[src/rtl/seven_seg_decoder_monitor.sv]
// ---------------------------------------------------------------------------
// seven_seg_decoder_monitor
//
// Receive-side checker for a 7-segment display path. The active-low segment
// bus is synchronized, debounced (a new pattern must hold for STABLE_CYCLES
// synchronized cycles), decoded back to a decimal digit, and checked against
// the 0..9 wrap-around count sequence.
//
// Parameters:
//   STABLE_CYCLES  cycles a new pattern must hold before it is committed (>= 2)
//   CNT_W          width of the settle counter
//
// Ports:
//   i_Clk          system clock
//   i_Rst_L        synchronous reset, active-low
//   i_Segments     active-low pattern, bit6=A .. bit0=G
//   o_Digit        last committed digit (holds between commits)
//   o_Digit_Valid  one-cycle strobe: a digit was committed
//   o_Blank        level: committed pattern is all segments off
//   o_Invalid      one-cycle strobe: committed pattern is not a digit or blank
//   o_Seq_Error    one-cycle strobe with o_Digit_Valid: digit is out of sequence
//   o_Error_Count  saturating count of o_Invalid + o_Seq_Error events
// ---------------------------------------------------------------------------
module seven_seg_decoder_monitor #(
  parameter int STABLE_CYCLES = 250000,
  parameter int CNT_W         = $clog2(STABLE_CYCLES)
) (
  input  logic       i_Clk,
  input  logic       i_Rst_L,
  input  logic [6:0] i_Segments,
  output logic [3:0] o_Digit,
  output logic       o_Digit_Valid,
  output logic       o_Blank,
  output logic       o_Invalid,
  output logic       o_Seq_Error,
  output logic [7:0] o_Error_Count
);

  localparam logic [CNT_W-1:0] CNT_LAST = CNT_W'(STABLE_CYCLES - 1);

  typedef enum logic [1:0] {
    ST_WAIT   = 2'd0,
    ST_SETTLE = 2'd1,
    ST_COMMIT = 2'd2
  } state_t;

  // Maps an active-high ABCDEFG pattern to {is_digit, digit}.
  function automatic logic [4:0] decode_pattern(input logic [6:0] pat);
    logic [4:0] res;
    case (pat)
      7'h7E:   res = {1'b1, 4'd0};
      7'h30:   res = {1'b1, 4'd1};
      7'h6D:   res = {1'b1, 4'd2};
      7'h79:   res = {1'b1, 4'd3};
      7'h33:   res = {1'b1, 4'd4};
      7'h5B:   res = {1'b1, 4'd5};
      7'h5F:   res = {1'b1, 4'd6};
      7'h70:   res = {1'b1, 4'd7};
      7'h7F:   res = {1'b1, 4'd8};
      7'h7B:   res = {1'b1, 4'd9};
      default: res = {1'b0, 4'd0};
    endcase
    return res;
  endfunction

  // Decimal successor with 9 -> 0 wrap.
  function automatic logic [3:0] next_digit(input logic [3:0] d);
    logic [3:0] res;
    if (d == 4'd9) begin
      res = 4'd0;
    end else begin
      res = d + 4'd1;
    end
    return res;
  endfunction

  // Synchronizer and active-high view of the bus
  logic [6:0] sync1_r;
  logic [6:0] sync2_r;
  logic [6:0] pattern_s;

  // FSM state and settle tracking
  state_t     state_r;
  state_t     state_nxt_s;
  logic [6:0] cand_r;
  logic [6:0] cand_nxt_s;
  logic [CNT_W-1:0] cnt_r;
  logic [CNT_W-1:0] cnt_nxt_s;
  logic [6:0] committed_r;
  logic [6:0] committed_nxt_s;

  // Sequence tracking
  logic [3:0] prev_r;
  logic [3:0] prev_nxt_s;
  logic       prev_valid_r;
  logic       prev_valid_nxt_s;

  // Registered outputs
  logic [3:0] digit_r;
  logic [3:0] digit_nxt_s;
  logic       digit_valid_r;
  logic       digit_valid_nxt_s;
  logic       blank_r;
  logic       blank_nxt_s;
  logic       invalid_r;
  logic       invalid_nxt_s;
  logic       seq_error_r;
  logic       seq_error_nxt_s;
  logic [7:0] err_count_r;
  logic [7:0] err_count_nxt_s;

  // Decode of the candidate about to be committed
  logic       commit_s;
  logic [4:0] dec_s;
  logic       dec_is_digit_s;
  logic [3:0] dec_digit_s;

  assign pattern_s      = ~sync2_r;
  assign dec_s          = decode_pattern(cand_r);
  assign dec_is_digit_s = dec_s[4];
  assign dec_digit_s    = dec_s[3:0];

  // Two-flop synchronizer; reset value is "all segments off"
  always_ff @(posedge i_Clk) begin
    if (!i_Rst_L) begin
      sync1_r <= 7'h7F;
      sync2_r <= 7'h7F;
    end else begin
      sync1_r <= i_Segments;
      sync2_r <= sync1_r;
    end
  end

  // Next-state, settle counter and commit-time output computation
  always_comb begin
    state_nxt_s       = state_r;
    cand_nxt_s        = cand_r;
    cnt_nxt_s         = cnt_r;
    committed_nxt_s   = committed_r;
    prev_nxt_s        = prev_r;
    prev_valid_nxt_s  = prev_valid_r;
    digit_nxt_s       = digit_r;
    blank_nxt_s       = blank_r;
    digit_valid_nxt_s = 1'b0;
    invalid_nxt_s     = 1'b0;
    seq_error_nxt_s   = 1'b0;
    err_count_nxt_s   = err_count_r;
    commit_s          = 1'b0;

    case (state_r)
      ST_WAIT: begin
        if (pattern_s != committed_r) begin
          cand_nxt_s  = pattern_s;
          cnt_nxt_s   = {CNT_W{1'b0}};
          state_nxt_s = ST_SETTLE;
        end else begin
          state_nxt_s = ST_WAIT;
        end
      end
      ST_SETTLE: begin
        if (pattern_s == committed_r) begin
          // Bus went back to what is already committed: a glitch, drop it.
          state_nxt_s = ST_WAIT;
        end else if (pattern_s != cand_r) begin
          // Still moving: restart the settle window on the new value.
          cand_nxt_s = pattern_s;
          cnt_nxt_s  = {CNT_W{1'b0}};
        end else if (cnt_r == CNT_LAST) begin
          // Outputs are loaded on this edge so they are valid in COMMIT.
          state_nxt_s = ST_COMMIT;
          commit_s    = 1'b1;
        end else begin
          cnt_nxt_s = cnt_r + CNT_W'(1);
        end
      end
      ST_COMMIT: begin
        state_nxt_s = ST_WAIT;
      end
      default: begin
        state_nxt_s = ST_WAIT;
        cnt_nxt_s   = {CNT_W{1'b0}};
      end
    endcase

    if (commit_s) begin
      committed_nxt_s = cand_r;
      if (cand_r == 7'h00) begin
        // Blank: no strobe, digit and sequence history untouched.
        blank_nxt_s = 1'b1;
      end else if (dec_is_digit_s) begin
        digit_nxt_s       = dec_digit_s;
        digit_valid_nxt_s = 1'b1;
        blank_nxt_s       = 1'b0;
        if (prev_valid_r && (dec_digit_s != next_digit(prev_r))) begin
          seq_error_nxt_s = 1'b1;
        end else begin
          seq_error_nxt_s = 1'b0;
        end
        prev_nxt_s       = dec_digit_s;
        prev_valid_nxt_s = 1'b1;
      end else begin
        invalid_nxt_s = 1'b1;
        blank_nxt_s   = 1'b0;
      end
    end else begin
      committed_nxt_s = committed_r;
    end

    // Invalid and sequence error cannot coincide, so one increment suffices.
    if ((invalid_nxt_s || seq_error_nxt_s) && (err_count_r != 8'hFF)) begin
      err_count_nxt_s = err_count_r + 8'd1;
    end else begin
      err_count_nxt_s = err_count_r;
    end
  end

  // State, tracking and output registers
  always_ff @(posedge i_Clk) begin
    if (!i_Rst_L) begin
      state_r       <= ST_WAIT;
      cand_r        <= 7'h00;
      cnt_r         <= {CNT_W{1'b0}};
      committed_r   <= 7'h00;
      prev_r        <= 4'd0;
      prev_valid_r  <= 1'b0;
      digit_r       <= 4'd0;
      digit_valid_r <= 1'b0;
      blank_r       <= 1'b1;
      invalid_r     <= 1'b0;
      seq_error_r   <= 1'b0;
      err_count_r   <= 8'd0;
    end else begin
      state_r       <= state_nxt_s;
      cand_r        <= cand_nxt_s;
      cnt_r         <= cnt_nxt_s;
      committed_r   <= committed_nxt_s;
      prev_r        <= prev_nxt_s;
      prev_valid_r  <= prev_valid_nxt_s;
      digit_r       <= digit_nxt_s;
      digit_valid_r <= digit_valid_nxt_s;
      blank_r       <= blank_nxt_s;
      invalid_r     <= invalid_nxt_s;
      seq_error_r   <= seq_error_nxt_s;
      err_count_r   <= err_count_nxt_s;
    end
  end

  assign o_Digit       = digit_r;
  assign o_Digit_Valid = digit_valid_r;
  assign o_Blank       = blank_r;
  assign o_Invalid     = invalid_r;
  assign o_Seq_Error   = seq_error_r;
  assign o_Error_Count = err_count_r;

endmodule

[config.mk]
export PLATFORM = sky130hd
export DESIGN_NAME = seven_seg_decoder_monitor
export DESIGN_NICKNAME = d
export VERILOG_FILES = /design/src/rtl/seven_seg_decoder_monitor.sv
export SDC_FILE = /design/constraint.sdc
export NUM_CORES = 1
export LEC_CHECK = 0
export CAP_MARGIN = 20
export CORE_UTILIZATION = 35
export DETAILED_ROUTE_END_ITERATION = 7
export GPL_TIMING_DRIVEN = 0
export PLACE_DENSITY = 0.61
export REMOVE_ABC_BUFFERS = 1
export SYNTH_ARGS = -nofsm -noshare
export SYNTH_HDL_FRONTEND = slang
export SYNTH_SLANG_ARGS = --single-unit
[constraint.sdc]
create_clock -name i_Clk -period 2.3 [get_ports i_Clk]
set_input_delay 0.46 -clock i_Clk [delete_from_list [all_inputs] [get_ports i_Clk]]
set_output_delay 0.46 -clock i_Clk [all_outputs]
set_load 0.02 [all_outputs]
======== After elaboration in Yosys (flattened, before gate mapping) ========
Cells that the tools add are included.
storage, ports and cells
  register bits after elaboration ......... 65
  input port bits ......................... 9
  output and inout port bits .............. 16
  word-level logic and storage cells ...... 89
cells by class
  $add $sub $neg .......................... 3
  equal/unequal tests ..................... 25
  muxes and demuxes ....................... 32
  bitwise logic cells ..................... 5
  reductions and logical operators ........ 11
operators by type and width
  kind                                                  count
  2-to-1 mux 18 bit                                     4
  equality test 7 bit (second input constant)           8
  case mux 18 bit (3 select lines)                      1
  case mux 5 bit (10 select lines)                      1
  2-to-1 mux 7 bit                                      3
  adder 18 x 1 -> 18 bit (second input constant)        1
  equality test 18 bit (second input constant)          1
  2-to-1 mux 4 bit                                      4
  equality test 7 x 6 -> 1 bit (second input constant)  2
  2-to-1 mux 1 bit                                      14
  inequality test 7 bit                                 2
  case mux 7 bit (2 select lines)                       1
  inequality test 3 bit (second input constant)         3
  adder 8 x 1 -> 8 bit (second input constant)          1
  inequality test 8 bit (second input constant)         1
  AND reduction 4 bit                                   2
  equality test 7 bit                                   1
  zero test 7 bit                                       1
  inverter 7 bit                                        1
  2-to-1 mux 2 bit                                      3
  inequality test 2 bit (second input constant)         3
  adder 4 x 1 -> 4 bit (second input constant)          1
  equality test 4 bit (second input constant)           1
  inequality test 4 bit                                 1
  11 further kinds                                      15

======== Depth between registers and ports, before layout ========
Gate-level depths: netlist of the first run.
  depth in word-level cells ............... 14
  mapped depth ............................ 10
  depth with buffers taken out ............ 8

======== Least setup slack after synthesis of the first run ========
No wires, ideal clock.
  kind .................................... register to register
  start ................................... register cand_r[2]
  end ..................................... register err_count_r[6] (netlist: o_Error_Count[6])
  setup time .............................. 116 ps
  arrival time ............................ 2368 ps
  required time ........................... 2184 ps
  slack ................................... -184 ps
  cell stages (with the launch flop) ...... 9
  clock period less this slack ............ 2484 ps
  cells stage by stage .................... dfxtp_1 > buf_6 > or4b_1 > a21o_1 > and3_1 > a311o_1 > a311o_1 > o211a_1 > o211a_1
on the way
  word-level cells in the longest chain between the ends .. 10
  elaborated cells between the ends (all ways) .. 27
  classes of those cells .................. eq/ne: 12; mux: 11; reduce/logical: 4
RTL lines
  item                                                                        line  text
  from (decl)                                                                 85    logic [6:0] cand_r;
  from (signal assigned)                                                      234   cand_r <= cand_nxt_s;
  equality test 7 bit / equality test 7 x 6 -> 1 bit (equally long branches)  50    case (pat)
  case mux 5 bit (10 select lines)                                            50
  inequality test 4 bit                                                       194   if (prev_valid_r && (dec_digit_s != next_digit(prev_r))) begin
  logical AND 1 bit                                                           194
  2-to-1 mux 1 bit                                                            194
  2-to-1 mux 1 bit                                                            190   end else if (dec_is_digit_s) begin
  2-to-1 mux 1 bit                                                            187   if (cand_r == 7'h00) begin
  2-to-1 mux 1 bit                                                            185   if (commit_s) begin
  logical OR 1 bit (*)                                                        210   if ((invalid_nxt_s || seq_error_nxt_s) && (err_count_r != 8'hFF)) begin
  logical AND 1 bit (*)                                                       210
  to (signal assigned)                                                        244   err_count_r <= err_count_nxt_s;
  to (decl)                                                                   109   logic [7:0] err_count_r;
Every way passes the cells marked *; elsewhere a longest branch is shown, timed or not.
A chain may end at the register's enable or synchronous reset.

======== Final worst setup path of the first run ========
  start ................................... register cand_r[0]
  end ..................................... register err_count_r[6] (netlist: o_Error_Count[6])
The elaborated chain is that of the path after synthesis.

==> results of run 1 <==
[how the worst max path moves through the flow]
stage	slack (ns)	start	end	depth (start not counted)
floorplan	-0.29	cand_r[0]	o_Error_Count[6]	7
detailed placement	-1.05	i_Rst_L	cnt_r[12]	5
global route	-0.33	cand_r[0]	o_Error_Count[6]	7
CTS	-0.25	cand_r[0]	o_Error_Count[6]	7
finish	-0.29	cand_r[0]	o_Error_Count[6]	7
global placement	-0.97	i_Rst_L	cnt_r[12]	5
[placed cells by master, fill, tap and decap left out, types with 3 or more instances in the layout]
cell	count
xnor2_1	16
o21ai_0	5
o211ai_1	4
mux2i_1	12
buf_6	4
or3_1	3
nor4_1	6
o211a_1	4
clkbuf_8	10
nor2_1	44
or4b_1	3
nand2_1	19
xor2_1	14
a21oi_4	3
nand2b_1	22
nor4_4	3
nand3_1	15
clkinvlp_4	4
inv_1	12
dfxtp_4	6
nor3_1	8
a211oi_1	8
dfxtp_1	55
buf_4	7
nand4_1	9
dfxtp_2	4
and3_1	5
clkdlybuf4s50_1	23
a21oi_1	7
[per-layer routing]
layer	wire length [um]	global-route usage, %	vias up	part of all wire [%]
li1	-	-	1375	-
met1	3602	21.43	1316	49
met2	3417	25.10	52	46
met3	246	3.006	9	3.3
met4	126	8.042	0	1.7
met5	0	0	-	0
[power by group]
part | total, mW | internal [mW] | switching (mW)
registers | 1.21 | 1.16 | 0.0534
logic | 0.249 | 0.118 | 0.131
clock network | 0.880 | 0.419 | 0.461
[flip-flops by register name, indices dropped and copies added (netlist names)]
signal	cells
state_r	2
cand_r	7
o_Digit_Valid	1
prev_valid_r	1
sync2_r	7
o_Blank	1
cnt_r	18
o_Seq_Error	1
o_Digit	4
o_Error_Count	8
committed_r	7
sync1_r	7
o_Invalid	1
[cells by family (layout without fill, tap and decap cells)]
kind of cell / count (synthesis) / count (layout)
simple gates: 168 / 168
buf+inv: 29 / 64
compound gates: 58 / 58
fa+ha+maj: 2 / 2
flops: 65 / 65
xor+xnor: 30 / 30
mux: 13 / 13
[metrics by stage]
stage / hold slack, ns / area (sq um) / power (mW)
2_1_floorplan: 0.3863 / 3122 / 1.352
3_3_place_gp: 0.3891 / 3497 / 1.415
3_5_place_dp: 0.3909 / 3508 / 1.424
4_1_cts: 0.4090 / 3902 / 2.340
5_1_grt: 0.4324 / 4050 / 2.461
6_report: 0.4072 / 4050 / 2.340
[layout make-up]
class                           instances  area, sq um  area share (%)
Sequential cell                        65         1329           32.81
Clock inverter                          6        43.79           1.081
Clock buffer                           10        137.6           3.398
Multi-Input combinational cell        271         2001           49.40
Timing Repair Buffer                   36        359.1           8.866
Inverter                               12        45.04           1.112
Tap cell                              108        135.1           3.336
[what timing repair did]
| item | in CTS | in global routing |
|---|---|---|
| buffers inserted | 9 | 2 |
| endpoints found under the hold margin | 0 | 0 |
| pin swaps | 10 | 7 |
| endpoints found under the setup margin | 44 | 33 |
| gates resized for setup | 39 | 27 |
[critical path: stages, from the launching register on]
cell,delay [ns]
dfxtp_4,0.37
or4_4,0.56
or2_4,0.28
and3_4,0.16
a311o_1,0.29
a311o_2,0.39
o211a_1,0.22
o211a_1,0.20
==> results.py, run 1 <==
metrics = {
    "outcome": {
        "outcome": "finished with violations",
        "violations": "setup timing",
    },
    "logic_synthesis": {
        "synth.area.mux_share_pct": 4.092,
        "postSynthRegisterBits": 65,
        "synth_xor_xnor_area_share_pct": 8.184,
        "synth_simple_gate_area_share_pct": 28.84,
        "synthCells": 365,
        "yosys_most_used_dff": "dfxtp_1",
        "synthesized_area_fraction_occupied_by_ao_oa_aoi_and_oai_cells_pct": 13.41,
        "synth.area.top_cells": "dfxtp_1 (41%), nor2_1 (5.1%), xnor2_1 (4.4%), nand2b_1 (4.3%), xor2_1 (3.8%)",
        "synth-adder-area-share_pct": 0.7794,
        "distinct_cells_synth": 57,
        "synth_async_sr_flop_share_pct": 0,
        "post_synth_most_frequent_cells": "dfxtp_1 (65), nor2_1 (44), nand2b_1 (22)",
        "share_of_the_synthesized_area_in_the_top_cell_type_pct": 40.53,
        "ys_warn_count": 0,
        "number_of_flops_mapped_to_enable_cells_by_yosys": 0,
        "synth-seq-area-share_pct": 40.53,
        "synth_area_sq_um": 3211,
        "post-synth-top-area-cell": "dfxtp_1",
        "count_leader_synth": "dfxtp_1",
        "largest_family_of_logic_cells_by_synthesized_area": "simple AND/OR/NAND/NOR gates",
        "syn-mean-instance-area_sq_um": 8.796,
    },
    "clock_network": {
        "worst_setup_hold_path_clk_slew_ns": 0.07,
        "htree_levels": 3,
        "tritoncts": "built",
        "cts-root-buf": "clkbuf_8",
        "cts_hold_buf": 0,
        "tritoncts.num_buffers": 9,
        "max-clock-path-buffers": 2,
        "clk-insertion-delay-late_ns": 0.34,
        "clock_sink_count": 65,
    },
    "worst_setup_path": {
        "rr_worst_depth": 7,
        "setup.worst_path.class": "flop to flop",
        "timing.reg2reg.setup_slack_ns": -0.29,
        "worstReg2RegEnd": "o_Error_Count[6]",
        "worstSetupEndpointType": "flop",
        "r2r-start": "cand_r[0]",
        "critPathMaxFanout": 6,
        "timing.critical_path.from_type": "flop",
        "cp_data_required_time_ns": 2.53,
        "worstPathArrival_ns": 2.82,
    },
    "floorplan": {
        "core_box_area_sq_um": 8806,
        "floorplan.initialDensity_pct": 36.46,
        "num_io_pins": 25,
        "chipHeight_um": 97.78,
        "floorplan.die_area_sq_um": 9560,
        "placement_rows": 34,
        "chipWidth_um": 97.78,
    },
    "global_routing": {
        "groute.usage.overall_pct": 16.12,
        "grt_pass1_vias": 2572,
        "grt_start_max_net_pins": 30,
        "initial_antenna_violation_count": 0,
        "grt_first_pass_wirelength_um": 12270,
        "gr-total-overflow": 0,
    },
    "sta": {
        "finClkSkew_ns": 0.009678,
        "setup_total_negative_slack_ns": -1.600,
        "rsz0062_at_grt": "yes",
        "achievable-frequency_mhz": 386.5,
        "final.setup.worst_slack_ns": -0.2873,
        "timing.final.crit_share_pct": 112.5,
        "final_number_of_hold_violating_endpoints": 0,
        "worstMarginPinSlew_ns": 0.7784,
        "final.min_clock_period_ns": 2.587,
        "max-slew-margin-rel_pct": 48.05,
        "maxSlewViolCount": 0,
        "finalSetupViolations": 9,
    },
    "route": {
        "remaining_drc_errors": 0,
        "detail_route.iter0.violations": 187,
        "vias_per_instance": 5.417,
        "drtPass1Iterations": 4,
        "mean_routed_wirelength_per_cell_um": 14.55,
        "drt.antenna.violating_nets": 0,
        "via_count": 2752,
        "finalWirelength_um": 7392,
    },
    "finish": {
        "layout-area-overhead-vs-synth_pct": 26.15,
        "final_core_utilization_pct": 45.99,
        "layout.nets": 406,
        "n_antenna_cell": 0,
        "layoutNonFillerInstCount": 508,
        "fillCellCount": 818,
        "layout_cell_share_with_drive_strength_beyond_1_pct": 19.25,
    },
    "pwr": {
        "peakVddDrop_mv": 0.3589,
        "p_per_area_nw_per_um2": 577.6,
        "power.static_leakage_nw": 1.416,
    },
    "placed_design": {
        "buffer_ports.inserted": 24,
        "place.gp.congestion": 0.8698,
        "place_worst_setup_slack_ns": -1.051,
        "dp.final_hpwl_um": 4802,
        "numPlacedInstances": 481,
    },
    "min_path": {
        "min_path_type": "flop to flop",
        "timing.hold.worst.start": "sync1_r[4]",
        "whs_endpoint": "sync2_r[4]",
        "hold_depth": 1,
    },
    "flow_run": {
        "cap_viol_max_count": 0,
    },
}
No activity file was read; power rests on OpenSTA's default activity.
==> run 2: changes to the inputs <==
- clock period: 2.3 -> 2.25 ns (I/O delays scaled with it)
==> results.py, run 2 (synthesis results as in run 1) <==
metrics = {
    "outcome": {
        "outcome": "finished with violations",
        "violations": "setup timing",
    },
    "worst_setup_path": {
        "timing.reg2reg.setup_slack_ns": -0.35,
        "cp-endpoint": "o_Error_Count[6]",
        "cp_data_required_time_ns": 2.48,
        "rr_worst_depth": 7,
        "r2r-start": "cand_r[0]",
        "worstSetupEndpointType": "flop",
        "critPathMaxFanout": 6,
        "critical_path_startpoint": "cand_r[0]",
        "timing.critical_path.from_type": "flop",
        "setup.worst_path.class": "flop to flop",
        "worstPathArrival_ns": 2.83,
        "worstReg2RegEnd": "o_Error_Count[6]",
    },
    "route": {
        "detail_route.wirelength.met1_um": 3730,
        "remaining_drc_errors": 0,
        "mean_routed_wirelength_per_cell_um": 14.95,
        "via_count": 2798,
        "drt.antenna.violating_nets": 0,
        "vias_per_instance": 5.465,
        "detail_route.iter0.violations": 127,
        "top_layer": "met4",
        "finalWirelength_um": 7652,
        "wl_met2_um": 3605,
        "met3_wirelength_um": 186,
        "drtPass1Iterations": 6,
    },
    "placed_design": {
        "place.gp.congestion": 0.8698,
        "dp.final_hpwl_um": 4802,
        "buffer_ports.inserted": 24,
    },
    "clock_network": {
        "max-clock-path-buffers": 2,
        "htree_levels": 3,
        "cts-root-buf": "clkbuf_8",
        "worst_setup_hold_path_clk_slew_ns": 0.07,
        "clk-insertion-delay-late_ns": 0.34,
        "tritoncts.num_buffers": 9,
        "tritoncts": "built",
        "cts_hold_buf": 0,
        "clock_sink_count": 65,
    },
    "sta": {
        "worstMarginPinSlew_ns": 0.6183,
        "rsz0062_at_grt": "yes",
        "achievable-frequency_mhz": 385.0,
        "final.setup.worst_slack_ns": -0.3476,
        "final_number_of_hold_violating_endpoints": 0,
        "timing.final.crit_share_pct": 115.4,
        "max-slew-margin-rel_pct": 58.65,
        "finalSetupViolations": 12,
        "finClkSkew_ns": 0.01098,
        "maxSlewViolCount": 0,
        "final.min_clock_period_ns": 2.598,
    },
    "global_routing": {
        "groute.usage.overall_pct": 16.04,
        "grt_pass1_vias": 2554,
        "gr-total-overflow": 0,
        "grt_start_max_net_pins": 30,
        "initial_antenna_violation_count": 0,
        "grt_first_pass_wirelength_um": 12210,
    },
    "floorplan": {
        "chipWidth_um": 97.78,
        "core_box_area_sq_um": 8806,
        "num_io_pins": 25,
        "chipHeight_um": 97.78,
        "floorplan.initialDensity_pct": 36.46,
        "placement_rows": 34,
        "floorplan.die_area_sq_um": 9560,
    },
    "finish": {
        "final_core_utilization_pct": 46.59,
        "mostFrequentLayoutCells": "dfxtp_1 (54), nor2_1 (44), clkdlybuf4s50_1 (23)",
        "n_antenna_cell": 0,
        "layout.nets": 410,
        "number_of_flip_flops_in_the_largest_register": 18,
        "layout_commonest_cell": "dfxtp_1",
        "layout-area-overhead-vs-synth_pct": 27.79,
        "register_bank_with_the_most_flops": "cnt_r",
        "fillCellCount": 812,
        "layout_cell_share_with_drive_strength_beyond_1_pct": 21.29,
    },
    "min_path": {
        "min_path_type": "flop to flop",
    },
    "pwr": {
        "p_per_area_nw_per_um2": 587.9,
        "power.static_leakage_nw": 1.426,
        "p_total_mw": 2.412,
        "peakVddDrop_mv": 0.3687,
    },
    "flow_run": {
        "cap_viol_max_count": 0,
    },
}
-- run 2: cell types whose count changed in the layout (fill, tap and decap cells not counted), sizes merged --
cell and change:
clkinvlp +2, buf +4, inv -1, clkdlybuf4s15 -1
-- run 2: per-stage QoR --
step	TNS [ns]	setup slack, ns	hold slack (ns)	instances	instance area, sq um
after detailed placement	-23.40	-1.091	0.3909	481	3508
after global routing	-3.400	-0.4006	0.4324	512	4103
final	-2.247	-0.3476	0.4079	512	4103
after CTS	-1.816	-0.2995	0.4090	506	3916
after global placement	-23.69	-1.012	0.3891	480	3497
after floorplan	-1.805	-0.3401	0.3863	348	3122
-- run 2: repair_timing --
action / 4_1_cts / 5_1_grt
pin swaps: 11 / 11
setup endpoints to repair: 51 / 33
cloned: 0 / 1
setup buffers: 9 / 5
gates resized for setup: 43 / 31
-- run 2: final cells by class --
cell class	instances	area (sq um)	area share (%)
well taps	108	135.1	3.294
flip-flops and latches	65	1330	32.42
repair buffers	39	375.4	9.149
clock buffers	10	137.6	3.355
repair inverters	1	5.005	0.1220
multi-input cells	271	2027	49.41
inverters	12	48.80	1.189
clock inverters	6	43.79	1.067
-- run 2: how the worst min path moves through the flow --
stage | start | to | depth (start not counted)
CTS | sync1_r[4] | sync2_r[4] | 1
global placement | sync1_r[1] | sync2_r[1] | 1
global route | sync1_r[2] | sync2_r[2] | 1
floorplan | sync1_r[0] | sync2_r[0] | 1
detailed placement | sync1_r[4] | sync2_r[4] | 1
finish | sync1_r[4] | sync2_r[4] | 1
-- run 2: layer usage --
layer	GRT usage (%)	up-vias
met5	0	-
met1	21.38	1353
met4	7.459	0
met3	3.006	12
li1	-	1385
met2	25.15	48
-- run 2: power breakdown --
part / internal, mW / switching [mW]
logic: 0.129 / 0.141
clock network: 0.429 / 0.475
registers: 1.18 / 0.0554
-- run 2: worst max-delay path, cell delays in order (launching register included) --
cell	delay (ns)
dfxtp_4	0.37
or4_4	0.55
or2_4	0.28
and3_4	0.16
a311o_1	0.30
a311o_2	0.39
o211a_1	0.22
o211a_1	0.20
==> variant (settings of run 1) <==
Make the reset (`i_Rst_L`) asynchronous in 2 clocked blocks. Comments in the files are not updated.
--- a/src/rtl/seven_seg_decoder_monitor.sv
+++ b/src/rtl/seven_seg_decoder_monitor.sv
@@ -123,3 +123,3 @@
   // Two-flop synchronizer; reset value is "all segments off"
-  always_ff @(posedge i_Clk) begin
+  always_ff @(posedge i_Clk or negedge i_Rst_L) begin
     if (!i_Rst_L) begin
@@ -217,3 +217,3 @@
   // State, tracking and output registers
-  always_ff @(posedge i_Clk) begin
+  always_ff @(posedge i_Clk or negedge i_Rst_L) begin
     if (!i_Rst_L) begin
Function: no difference found for any inputs over 10 cycles, from zero or initial values and one cycle with i_Rst_L low; that may be too few to reach the edited logic, so the function may still have changed.
==> variant against run 1 <==
Total power decreased by 1.9%. Sequential cell count did not move. Wire length is 2.3% lower. Combinational power down 43%. Cell area grew 5.3%. Sequential share of layout area rose by 5.9 points. Non-clock buffer count increased by 19. Critical path depth is 2 higher. Worst hold slack lost 0.22 ns. The flow still finishes with violations (setup timing). Synthesized area up 4.7%. Via count decreased by 4.5%. Worst setup slack gained 0.19 ns. Clock skew is 0.0037 ns higher.
==> variant: results (changes against run 1) <==
logic_synthesis:
  synth_xor_xnor_area_share_pct: 6.22  # was 8.18%
  ys_async_sr_fraction_pct: 100  # was 0%
  synth_compound_area_share_pct: 14.2  # was 13.4%
  synth_cells: 335  # was 365
  synthFlopType: "dfrtp_1"  # was dfxtp_1
  synth_cell_types: 61  # was 57
  synthMuxAreaShare_pct: 2.05  # was 4.09%
  yosys-top-cells-count: "50 x dfrtp_1, 44 x nand2_1, 37 x o21ai_0, 27 x nor2_1, 15 x dfstp_2"  # was 65 x dfxtp_1, 44 x nor2_1, 22 x nand2b_1, 20 x nand2_1
  synth_area_leaders: "dfrtp_1 37%, dfstp_2 12%, o21ai_0 5.5%"  # was dfxtp_1 41%, nor2_1 5.1%, xnor2_1 4.4%
  ys_seq_area_share_pct: 49.0  # was 40.5%
place:
  place_ws_ns: -0.726  # was -1.05 ns
  gp_congestion: 0.742  # was 0.870
  placed_cells: 475  # was 481
  hpwl_um: 4460  # was 4800 um
cells_and_area:
  layout.nets: 398  # was 406
  largest_reg_flops: 18  # unchanged
  diodes: 0  # unchanged
  fillers: 880  # was 818
  layout-drive-gt1-share_pct: 26.0  # was 19.3%
  top_register: "cnt_r"  # unchanged
run_status:
  outcome: "finished, violations left"  # unchanged
  violations: "setup timing"  # unchanged
setup_path:
  worst_ep_arrival_time_ns: 2.63  # was 2.82 ns
  crit_path_max_incr_delay_ns: 0.45  # was 0.56 ns
  crit_slowest_cell: "dfrtp_2"  # was or4_4
  r2r_end: "o_Error_Count[3]$_DFFE_PN0P_"  # was o_Error_Count[6]$_SDFFE_PN0P_
  crit_path_max_fanout: 5  # was 6
  r2r_start: "cand_r[0]$_DFFE_PN0P_"  # was cand_r[0]$_SDFFE_PN0P_
  reg2reg_depth: 9  # was 7
detailed_routing:
  drt_iter0_drc: 120  # was 187
  vias: 2627  # was 2,752
  wl_per_cell_um: 13.9  # was 14.6 um
  drt-total-wl_um: 7220  # was 7390 um
grt:
  grt_pass1_vias: 2466  # was 2,572
  grt_max_degree: 66  # was 30
  grt_usage_pct: 15.2  # was 16.1%
  grt_pass1_wl_um: 11900  # was 12,300 um
timing:
  setup_violations: 3  # was 9
  tightest_slew_ns: 0.812  # was 0.778 ns
  fin_skew_ns: 0.0134  # was 0.00968 ns
  setup_slack_ns: -0.0925  # was -0.287 ns
  setup-tns-final_ns: -0.181  # was -1.60 ns
power:
  power.leakage_nw: 1.79  # was 1.42 nW
  comb_power_share_pct: 6.2  # was 10.6%
  switching_share_pct: 24.2  # was 27.6%
  peakVddDrop_v: 0.000224  # was 0.000359 V
  power_frac_clock_pct: 41.4  # was 37.6%
min_path:
  hold_path_class: "input port to asynchronous set/reset pin"  # was flip-flop to flip-flop
==> variant: cell count changes after synthesis, sizes merged, moves of 12 or more <==
cell / change
dfxtp: -65
dfstp: +15
nor2: -14
o21ai: +30
nand2b: -12
dfrtp: +50
nand2: +24
==> variant: worst max path at each step <==
stage	from	end	cells past startpoint
2_1_floorplan	sync2_r[0]$_DFF_PN1_	cnt_r[4]$_DFFE_PN0P_	7
3_3_place_gp	i_Rst_L	cnt_r[1]$_DFFE_PN0P_	1
3_5_place_dp	sync2_r[0]$_DFF_PN1_	cnt_r[4]$_DFFE_PN0P_	8
4_1_cts	cand_r[0]$_DFFE_PN0P_	o_Error_Count[3]$_DFFE_PN0P_	9
5_1_grt	cand_r[0]$_DFFE_PN0P_	o_Error_Count[3]$_DFFE_PN0P_	9
6_report	cand_r[0]$_DFFE_PN0P_	o_Error_Count[3]$_DFFE_PN0P_	9
==> variant: per-stage QoR <==
step | total power [mW] | instance area [um2] | hold slack [ns]
detailed placement | 1.33 | 3680 | 0.348
CTS | 2.30 | 4050 | 0.243
floorplan | 1.27 | 3270 | 0.164
global route | 2.40 | 4270 | 0.264
finish | 2.30 | 4270 | 0.192
global placement | 1.33 | 3670 | 0.346
==> variant: what timing repair did <==
action	in CTS	in global routing
setup endpoints to repair	31	20
setup buffers	15	15
gates resized for setup	20	12
pin swaps	8	13
==> variant: cell type report <==
cell class	count	area [um2]	share of cell area, %
clock buffer	11	131	3.08
clock inverter	5	56.3	1.32
inverter	5	18.8	0.440
multi-input combinational	251	1740	40.8
sequential	65	1650	38.7
tap	129	161	3.78
timing repair buffer	55	507	11.9
==> variant: metal layers <==
metal	GRT usage [%]	up-vias	share of wire [%]
li1	-	1296	-
met1	20.1	1280	48
met2	23.9	43	48
met3	4.39	8	3.0
met4	5.80	0	1.1
met5	0	-	0
